==> config.mk <==
export PLATFORM = sky130hd
export DESIGN_NAME = csr_file
export DESIGN_NICKNAME = d
export VERILOG_FILES = /design/src/rtl/csr_file.sv
export SDC_FILE = /design/constraint.sdc
export NUM_CORES = 1
export LEC_CHECK = 0
export CAP_MARGIN = 20
export CORE_MARGIN = 8
export CORE_UTILIZATION = 36
export DETAILED_ROUTE_END_ITERATION = 8
export SLEW_MARGIN = 5
export SYNTH_ARGS = -nofsm -noshare
export SYNTH_HDL_FRONTEND = slang
export SYNTH_SLANG_ARGS = --single-unit
==> constraint.sdc <==
create_clock -name clk -period 14.45 [get_ports clk]
set_clock_uncertainty 0.15 [all_clocks]
set_input_delay 3.6125 -clock clk [delete_from_list [all_inputs] [get_ports clk]]
set_output_delay 3.6125 -clock clk [all_outputs]
set_load 0.01 [all_outputs]
==> src/rtl/csr_file.sv <==
// CSR file for the WB-stage CSR/exception interface: CSR read/write, exception/ERTN commit, interrupts.
// Optional constant timer (TID/TCFG/TVAL/TICLR, ESTAT.IS[11]) is built only when CSR_TIMER_EN is defined.
module csr_file #(
  parameter logic [31:0] TID_RESET = 32'h0
) (
  input  logic        clk,
  input  logic        reset,
  input  logic        csr_re,
  input  logic [13:0] csr_num,
  output logic [31:0] csr_rvalue,
  input  logic        csr_we,
  input  logic [31:0] csr_wmask,
  input  logic [31:0] csr_wvalue,
  input  logic        wb_ex,
  input  logic [5:0]  wb_ecode,
  input  logic [8:0]  wb_esubcode,
  input  logic [31:0] wb_pc,
  input  logic [31:0] wb_vaddr,
  input  logic        ertn_flush,
  input  logic [7:0]  hw_int_in,
  input  logic        ipi_int_in,
  output logic        has_int,
  output logic [31:0] ex_entry,
  output logic [31:0] ertn_entry
);

  localparam logic [13:0] ADDR_CRMD   = 14'h000;
  localparam logic [13:0] ADDR_PRMD   = 14'h001;
  localparam logic [13:0] ADDR_ECFG   = 14'h004;
  localparam logic [13:0] ADDR_ESTAT  = 14'h005;
  localparam logic [13:0] ADDR_ERA    = 14'h006;
  localparam logic [13:0] ADDR_BADV   = 14'h007;
  localparam logic [13:0] ADDR_EENTRY = 14'h00c;
  localparam logic [13:0] ADDR_SAVE0  = 14'h030;
  localparam logic [13:0] ADDR_SAVE1  = 14'h031;
  localparam logic [13:0] ADDR_SAVE2  = 14'h032;
  localparam logic [13:0] ADDR_SAVE3  = 14'h033;
  localparam logic [13:0] ADDR_TID    = 14'h040;
  localparam logic [13:0] ADDR_TCFG   = 14'h041;
  localparam logic [13:0] ADDR_TVAL   = 14'h042;
  localparam logic [13:0] ADDR_TICLR  = 14'h044;
  localparam logic [5:0]  ECODE_ADEF  = 6'h08;
  localparam logic [5:0]  ECODE_ALE   = 6'h09;

  logic [1:0]  crmd_plv;
  logic        crmd_ie;
  logic        crmd_da;
  logic [1:0]  prmd_pplv;
  logic        prmd_pie;
  logic [12:0] lie;
  logic [1:0]  is_sw;
  logic [7:0]  is_hw;
  logic        is_ipi;
  logic        is_ti;
  logic [5:0]  ecode;
  logic [8:0]  esubcode;
  logic [31:0] era;
  logic [31:0] badv;
  logic [25:0] eentry;
  logic [31:0] save [4];
  logic [31:0] tid;
  logic [31:0] tcfg;
  logic [31:0] tval;

  logic [12:0] is_all;
  logic [31:0] rdata;
  logic [31:0] wdata;
  logic        wr_en;
  logic        unused_re;

  assign unused_re = csr_re;
  assign is_all    = {is_ipi, is_ti, 1'b0, is_hw, is_sw};
  // Merge against the read view so read-as-zero fields stay zero after any write.
  assign wdata     = (rdata & ~csr_wmask) | (csr_wvalue & csr_wmask);
  assign wr_en     = csr_we & ~wb_ex & ~ertn_flush;

  always_comb begin
    rdata = '0;
    case (csr_num)
      ADDR_CRMD:   rdata = {28'b0, crmd_da, crmd_ie, crmd_plv};
      ADDR_PRMD:   rdata = {29'b0, prmd_pie, prmd_pplv};
      ADDR_ECFG:   rdata = {19'b0, lie};
      ADDR_ESTAT:  rdata = {1'b0, esubcode, ecode, 3'b0, is_all};
      ADDR_ERA:    rdata = era;
      ADDR_BADV:   rdata = badv;
      ADDR_EENTRY: rdata = {eentry, 6'b0};
      ADDR_SAVE0, ADDR_SAVE1, ADDR_SAVE2, ADDR_SAVE3: rdata = save[csr_num[1:0]];
`ifdef CSR_TIMER_EN
      ADDR_TID:    rdata = tid;
      ADDR_TCFG:   rdata = tcfg;
      ADDR_TVAL:   rdata = tval;
`endif
      default:     rdata = '0;
    endcase
  end

  assign csr_rvalue = rdata;
  assign has_int    = (|(is_all & lie)) & crmd_ie;
  assign ex_entry   = {eentry, 6'b0};
  assign ertn_entry = era;

  always_ff @(posedge clk) begin
    if (reset) begin
      crmd_plv  <= '0;
      crmd_ie   <= 1'b0;
      crmd_da   <= 1'b1;
      prmd_pplv <= '0;
      prmd_pie  <= 1'b0;
      lie       <= '0;
      is_sw     <= '0;
      is_hw     <= '0;
      is_ipi    <= 1'b0;
      ecode     <= '0;
      esubcode  <= '0;
      era       <= '0;
      badv      <= '0;
      eentry    <= '0;
      for (int unsigned i = 0; i < 4; i++) save[i] <= '0;
    end else begin
      is_hw  <= hw_int_in;
      is_ipi <= ipi_int_in;
      if (wb_ex) begin
        prmd_pplv <= crmd_plv;
        prmd_pie  <= crmd_ie;
        crmd_plv  <= '0;
        crmd_ie   <= 1'b0;
        ecode     <= wb_ecode;
        esubcode  <= wb_esubcode;
        era       <= wb_pc;
        if (wb_ecode == ECODE_ADEF)     badv <= wb_pc;
        else if (wb_ecode == ECODE_ALE) badv <= wb_vaddr;
      end else if (ertn_flush) begin
        crmd_plv <= prmd_pplv;
        crmd_ie  <= prmd_pie;
      end else if (wr_en) begin
        case (csr_num)
          ADDR_CRMD:   {crmd_da, crmd_ie, crmd_plv} <= wdata[3:0];
          ADDR_PRMD:   {prmd_pie, prmd_pplv} <= wdata[2:0];
          ADDR_ECFG:   lie <= wdata[12:0] & 13'h1bff;
          ADDR_ESTAT:  is_sw <= wdata[1:0];
          ADDR_ERA:    era <= wdata;
          ADDR_BADV:   badv <= wdata;
          ADDR_EENTRY: eentry <= wdata[31:6];
          ADDR_SAVE0, ADDR_SAVE1, ADDR_SAVE2, ADDR_SAVE3: save[csr_num[1:0]] <= wdata;
          default: ;
        endcase
      end
    end
  end

`ifdef CSR_TIMER_EN
  logic tcfg_wr;
  logic ticlr_wr;
  logic timer_fire;

  assign tcfg_wr    = wr_en && (csr_num == ADDR_TCFG);
  assign ticlr_wr   = wr_en && (csr_num == ADDR_TICLR) && csr_wvalue[0] && csr_wmask[0];
  assign timer_fire = !tcfg_wr && tcfg[0] && (tval == 32'd1);

  always_ff @(posedge clk) begin
    if (reset) begin
      tid   <= TID_RESET;
      tcfg  <= '0;
      tval  <= '0;
      is_ti <= 1'b0;
    end else begin
      if (wr_en && (csr_num == ADDR_TID)) tid <= wdata;
      else                                tid <= tid + 32'd1;
      if (tcfg_wr) begin
        tcfg <= wdata;
        tval <= {wdata[31:2], 2'b00};
      end else if (tcfg[0] && (tval != '0)) begin
        if (tval == 32'd1) tval <= tcfg[1] ? {tcfg[31:2], 2'b00} : '0;
        else               tval <= tval - 32'd1;
      end
      // A timer expiry in the same cycle as a TICLR write leaves IS[11] set.
      if (timer_fire)    is_ti <= 1'b1;
      else if (ticlr_wr) is_ti <= 1'b0;
    end
  end
`else
  assign tid   = '0;
  assign tcfg  = '0;
  assign tval  = '0;
  assign is_ti = 1'b0;
`endif

endmodule

==> results.py, run 1 <==
metrics = {
    "final_layout": {
        "final_cell_mix": "clkdlybuf4s50_1 (257), nor2_1 (156), nand2_1 (140)",
        "drive_gt1_share_pct": 11.24,
        "final-instance-count-excl-fill": 2063,
        "postLayoutCoreUtil_pct": 47.95,
        "final_common_cell": "clkdlybuf4s50_1",
        "nets": 1741,
        "area_growth_pct": 31.16,
    },
    "sta": {
        "final-max-slew-violation-count": 0,
        "post-route-period-util_pct": 75.93,
        "min_period_ns": 10.97,
        "worst_pin_slew_ns": 1.005,
        "setup-violations-final": 0,
        "hold_ws_ns": 0.3017,
        "final.setup.tns_ns": 0,
        "rsz0062_at_grt": "false",
        "clock.fmax_mhz": 91.14,
        "hold_viol": 0,
        "slew_headroom_pct": 32.41,
    },
    "logic_synthesis": {
        "yosys_warnings": 0,
        "synth_enable_flop_cells": 128,
        "synth_top_family_by_area": "simple AND/OR/NAND/NOR gates",
        "avgSynthCellArea_um2": 9.893,
        "synth_fa_ha_area_share_pct": 0,
        "synthArstFlopShare_pct": 0,
        "synth_compound_area_share_pct": 16.27,
        "synth_xor_area_share_pct": 0,
        "synth_cells": 1353,
        "seq_area_frac_synth_pct": 48.91,
        "yosysUniqueCellTypes": 64,
        "synthMuxAreaShare_pct": 11.28,
        "synth.cell_area_mm2": 0.01339,
        "ys.flop_type": "dfxtp_1",
        "yosys.area_share.simple_pct": 19.03,
        "synth_seq_cells": 263,
    },
    "placed_design": {
        "place.gp.congestion": 0.8781,
        "portBuffers": 261,
        "dpl.cell_count": 2000,
        "hpwl_mm": 35.44,
    },
    "worst_setup_path": {
        "cp_data_arrival_time_ns": 7.21,
        "endpoint_kind": "output port",
        "r2r_start": "save[0][3]$_SDFFCE_PN0P_",
        "crit_type": "in -> out",
        "required_ns": 10.69,
        "critPathLaunchType": "primary input",
        "cp-startpoint": "csr_num[3]",
        "worstPathMaxFanout": 10,
    },
    "detailed_routing": {
        "drtIter0Drc": 1139,
        "wirelength_mm": 51.89,
        "viasPerCell": 5.828,
        "ant_nets": 0,
        "drtPass1Iterations": 5,
        "drcViolationCount": 0,
        "dr_total_vias": 12024,
        "wl_per_cell_um": 25.15,
    },
    "clocking": {
        "cts_made_buffers": 31,
        "path_clk_slew_ns": 0.05,
        "numClockSinks": 263,
        "ctsResizeCount": 0,
        "ctsLongestPathBuffers": 3,
        "cts_tree": "built",
        "cts_hold_buf": 0,
        "root_buffer": "clkbuf_16",
        "cts_setup_buffers": 0,
        "insertion_delay_ns": 0.55,
        "h-tree-depth": 1,
    },
    "floorplan": {
        "rows": 70,
        "die_h_um": 208.8,
        "start_util_pct": 36.56,
        "die_area_mm2": 0.04361,
        "core_mm2": 0.03661,
        "top_level_ports": 269,
        "die_w_um": 208.8,
    },
    "global_route": {
        "grt-ovfl-total": 0,
        "first_global_vias": 12238,
        "grt_max_degree": 73,
        "grtUsageTotal_pct": 22.92,
        "grt_pass1_wl_mm": 77.34,
        "antenna_found_initial": 7,
    },
    "pwr": {
        "leakagePower_nw": 6.131,
        "ir_worst_vdd_uv": 74.82,
        "p_per_area_mw_per_mm2": 106.2,
    },
    "job": {
        "max_cap_viol_count": 0,
    },
    "hold_path": {
        "min_from": "badv[14]$_SDFFE_PP0P_",
        "hold_class": "reg -> reg",
    },
    "status": {
        "outcome": "finished, final reports clean",
    },
}
[logic make-up (layout without fill, tap and decap cells)]
group           after synthesis  in the layout
compound gates              316            316
flops                       263            263
simple gates                526            526
buf+inv                     142            377
other cells                   1              8
mux                         105            105
[where the power goes]
group / internal, mW / switching [mW]
Combinational: 0.0938 / 0.101
Sequential: 0.808 / 0.0130
Clock: 0.531 / 0.318
Total: 1.43 / 0.432
[cell type report]
| cell class | count | area, µm² |
|---|---|---|
| diodes | 2 | 5.005 |
| clock buffers | 43 | 882.1 |
| clock inverters | 14 | 229.0 |
| fillers | 3393 | 19050 |
| inverters | 24 | 90.09 |
| multi-input cells | 953 | 6346 |
| flip-flops and latches | 263 | 6546 |
| well taps | 468 | 585.6 |
| repair buffers | 296 | 2872 |
[through the flow]
| stage | power [mW] | area (µm²) | setup WS (ns) |
|---|---|---|---|
| CTS | 1.876 | 17520 | 3.437 |
| finish | 1.865 | 17560 | 3.478 |
| global route | 1.922 | 17560 | 3.281 |
| global placement | 1.028 | 16390 | 3.357 |
| detailed placement | 1.030 | 16400 | 3.480 |
| floorplan | 0.9272 | 13400 | 5.230 |
[state kept, by name (all words and copies together) (netlist names), 6 cells and up]
| name | flops |
|---|---|
| save | 128 |
| ertn_entry | 32 |
| ecode | 6 |
| badv | 32 |
| eentry | 26 |
| esubcode | 9 |
| lie | 12 |
| is_hw | 8 |
[per-layer routing]
| layer | global-route usage (%) | wire [µm] |
|---|---|---|
| met2 | 36.88 | 23720 |
| met5 | 0 | 64 |
| met4 | 6.999 | 1604 |
| met3 | 5.597 | 4532 |
| met1 | 30.14 | 21970 |
[worst max-delay path: stages]
cell             delay (ns)
clkdlybuf4s50_1        0.71
or4b_2                 0.85
nor4_2                 0.74
a32oi_1                0.21
a21oi_1                0.44
clkdlybuf4s50_1        0.63
[cells in the mapped netlist, types with 22 or more instances]
library cell  count  share of area [%]
nor2_1          156                4.4
nand2_1         140                3.9
dfxtp_1         135                 20
edfxtp_1        128                 29
a21oi_1         117                4.4
clkbuf_1         85                2.4
nand3_1          64                2.4
mux2i_1          44                3.3
mux4_2           34                5.7
nor4_1           30                1.4
mux2_2           27                2.3
a211oi_1         25                1.4
inv_1            23               0.64
nor3_1           23               0.86
a22oi_1          22                1.2
[worst paths after layout]
path / to / slack (ns) / cells after the start
min reg2reg: badv[14]$_SDFFE_PP0P_ / 0.30 / 2
max reg2reg: save[1][3]$_SDFFCE_PN0P_ / 12.00 / 5
min: badv[14]$_SDFFE_PP0P_ / 0.30 / 2
max: csr_rvalue[1] / 3.48 / 6
Power figures use the tool's default switching activity.
==> inputs of run 2 (changes only) <==
==> constraint.sdc (replaced) <==
create_clock -name clk -period 9.8 [get_ports clk]
set_clock_uncertainty 0.15 [all_clocks]
set_input_delay 2.45 -clock clk [delete_from_list [all_inputs] [get_ports clk]]
set_output_delay 2.45 -clock clk [all_outputs]
set_load 0.01 [all_outputs]
==> run 2 against run 1 <==
Against the previous run: sequential power grew 47%; via count up 0.11%; sequential share of layout area up 0.31 points; register-to-register slack got worse by 4.8 ns; largest cell class unchanged.
==> results.py, run 2 (synthesis gave the netlist of run 1 again) <==
metrics = {
    "pwr": {
        "ir_worst_vdd_uv": 118.6,
        "p_per_area_mw_per_mm2": 151.8,
        "p_int_mw": 2.007,
        "comb_power_share_pct": 10.9,
        "seq_power_share_pct": 45.8,
        "switching_share_pct": 24.07,
        "total_power_mw": 2.643,
        "leakagePower_nw": 6.072,
        "p_sw_mw": 0.6359,
        "p_clk_share_pct": 43.3,
    },
    "clocking": {
        "path_clk_slew_ns": 0.06,
        "cts_setup_buffers": 0,
        "ctsLongestPathBuffers": 3,
        "numClockSinks": 263,
        "cts_made_buffers": 30,
        "cts_tree": "built",
        "h-tree-depth": 1,
        "ctsResizeCount": 0,
        "root_buffer": "clkbuf_16",
        "cts_hold_buf": 0,
        "insertion_delay_ns": 0.56,
    },
    "final_layout": {
        "largest_register": "save",
        "nets": 1736,
        "area_growth_pct": 30.09,
        "final_cell_mix": "clkdlybuf4s50_1 (257), nor2_1 (156), nand2_1 (140)",
        "final_common_cell": "clkdlybuf4s50_1",
        "fillCellCount": 3457,
        "drive_gt1_share_pct": 10.89,
        "largest_register_ffs": 128,
    },
    "placed_design": {
        "portBuffers": 261,
        "hpwl_mm": 35.84,
        "place.gp.congestion": 0.8767,
    },
    "detailed_routing": {
        "viasPerCell": 5.849,
        "drtPass1Iterations": 5,
        "wl_per_cell_um": 25.29,
        "wirelength_mm": 52.04,
        "ant_nets": 0,
        "dr_total_vias": 12037,
        "drtIter0Drc": 1262,
        "drcViolationCount": 0,
    },
    "worst_setup_path": {
        "slowest_delay_ns": 0.84,
        "timing.critical_path.buf_inv": 2,
        "r2r_slack_ns": 7.18,
        "cp_slowest_cell": "or4b_2",
        "reg2reg_to": "ertn_entry[0]$_SDFFE_PP0P_",
        "critPathLaunchType": "primary input",
        "cp_common_cell": "clkdlybuf4s50_1",
        "crit_type": "in -> out",
        "path_delay_family": "simple AND/OR/NAND/NOR gates",
        "rr_worst_depth": 5,
        "path_cells": "clkdlybuf4s50_1, or4b_2, nor4_2, a32oi_1, a21oi_1, clkdlybuf4s50_1",
        "worstPathMaxFanout": 10,
        "cp_data_arrival_time_ns": 5.89,
        "r2r_start": "save[3][0]$_DFFE_PP_",
        "endpoint_kind": "output port",
        "worstSetupPathDepth": 6,
        "required_ns": 7.20,
    },
    "floorplan": {
        "core_mm2": 0.03661,
        "top_level_ports": 269,
        "die_area_mm2": 0.04361,
        "die_w_um": 208.8,
        "die_h_um": 208.8,
        "rows": 70,
        "start_util_pct": 36.56,
    },
    "hold_path": {
        "whs_path_depth": 2,
        "min_from": "badv[14]$_SDFFE_PP0P_",
        "hold_class": "reg -> reg",
        "min_to": "badv[14]$_SDFFE_PP0P_",
    },
    "sta": {
        "setup-violations-final": 0,
        "slew_headroom_pct": 22.74,
        "worst_pin_slew_ns": 1.127,
        "clock.fmax_mhz": 117.8,
        "final.setup.tns_ns": 0,
        "min_period_ns": 8.492,
        "rsz0062_at_grt": "false",
        "final-max-slew-violation-count": 0,
        "hold_viol": 0,
        "post-route-period-util_pct": 86.65,
    },
    "job": {
        "max_cap_viol_count": 0,
    },
    "global_route": {
        "grtUsageTotal_pct": 22.90,
        "grt_max_degree": 70,
        "grt-ovfl-total": 0,
        "grt_pass1_wl_mm": 77.66,
        "first_global_vias": 12125,
        "antenna_found_initial": 5,
    },
    "status": {
        "outcome": "finished, final reports clean",
    },
}
run 2: changes by cell type in the layout (fill, tap and decap cells not counted):
| cell | delta |
|---|---|
| buf_4 | -2 |
| clkbuf_1 | +1 |
| clkinv_2 | +4 |
| buf_6 | -1 |
| bufinv_16 | -4 |
| clkinvlp_4 | -2 |
| clkbuf_2 | -1 |
run 2: per-stage QoR:
stage	cells	hold slack, ns	cell area [µm²]	setup slack, ns	util (%)
2_1_floorplan	1358	0.2785	13400	2.905	-
3_3_place_gp	1999	0.2871	16390	1.344	44.78
3_5_place_dp	1999	0.2952	16390	1.384	44.78
4_1_cts	2055	0.3015	17390	1.362	47.51
5_1_grt	2056	0.3209	17410	1.201	47.55
6_report	2058	0.3003	17410	1.308	47.56
run 2: power by group through the flow:
stage / clock [mW] / combinational, mW / sequential [mW]
finish: 1.15 / 0.287 / 1.21
global route: 1.20 / 0.306 / 1.21
CTS: 1.16 / 0.286 / 1.21
detailed placement: 0 / 0.285 / 1.23
global placement: 0 / 0.284 / 1.23
floorplan: 0 / 0.136 / 1.23
run 2: worst max-delay path by stage:
stage | slack (ns) | start | end
floorplan | 2.91 | csr_num[0] | csr_rvalue[7]
global placement | 1.34 | csr_num[3] | csr_rvalue[1]
detailed placement | 1.38 | csr_num[3] | csr_rvalue[1]
CTS | 1.36 | csr_num[3] | csr_rvalue[1]
global route | 1.20 | csr_num[3] | csr_rvalue[1]
finish | 1.31 | csr_num[3] | csr_rvalue[1]
run 2: layout make-up:
type	instances	area, µm²	share of cell area [%]
Sequential cell	263	6546	37.59
Multi-Input combinational cell	953	6346	36.44
Timing Repair Buffer	292	2840	16.31
Clock buffer	44	885.9	5.087
Tap cell	468	585.6	3.363
Clock inverter	12	113.9	0.6539
Inverter	24	90.09	0.5174
Antenna cell	2	5.005	0.02874
run 2: metal layers:
metal	vias up	global-route usage, %	wire [µm]	part of all wire [%]
met3	84	5.462	4616	8.9
li1	5478	-	-	-
met4	6	5.589	1170	2.2
met1	5913	29.82	21840	42
met2	556	37.99	24370	47
met5	-	0	41	0.079
run 2: worst min-delay path, stage by stage (launching register included):
cell and delay [ns]:
dfxtp_1 0.31, nand2_1 0.05, a21oi_1 0.05
==> inputs of run 3 (changes only) <==
--- a/config.mk
+++ b/config.mk
@@ -9,6 +9,7 @@
 export CORE_MARGIN = 8
 export CORE_UTILIZATION = 36
 export DETAILED_ROUTE_END_ITERATION = 8
+export SETUP_SLACK_MARGIN = 0.1
 export SLEW_MARGIN = 5
 export SYNTH_ARGS = -nofsm -noshare
 export SYNTH_HDL_FRONTEND = slang
==> results of run 3 <==
Final layout, timing and power as in run 2 (identical DEF).
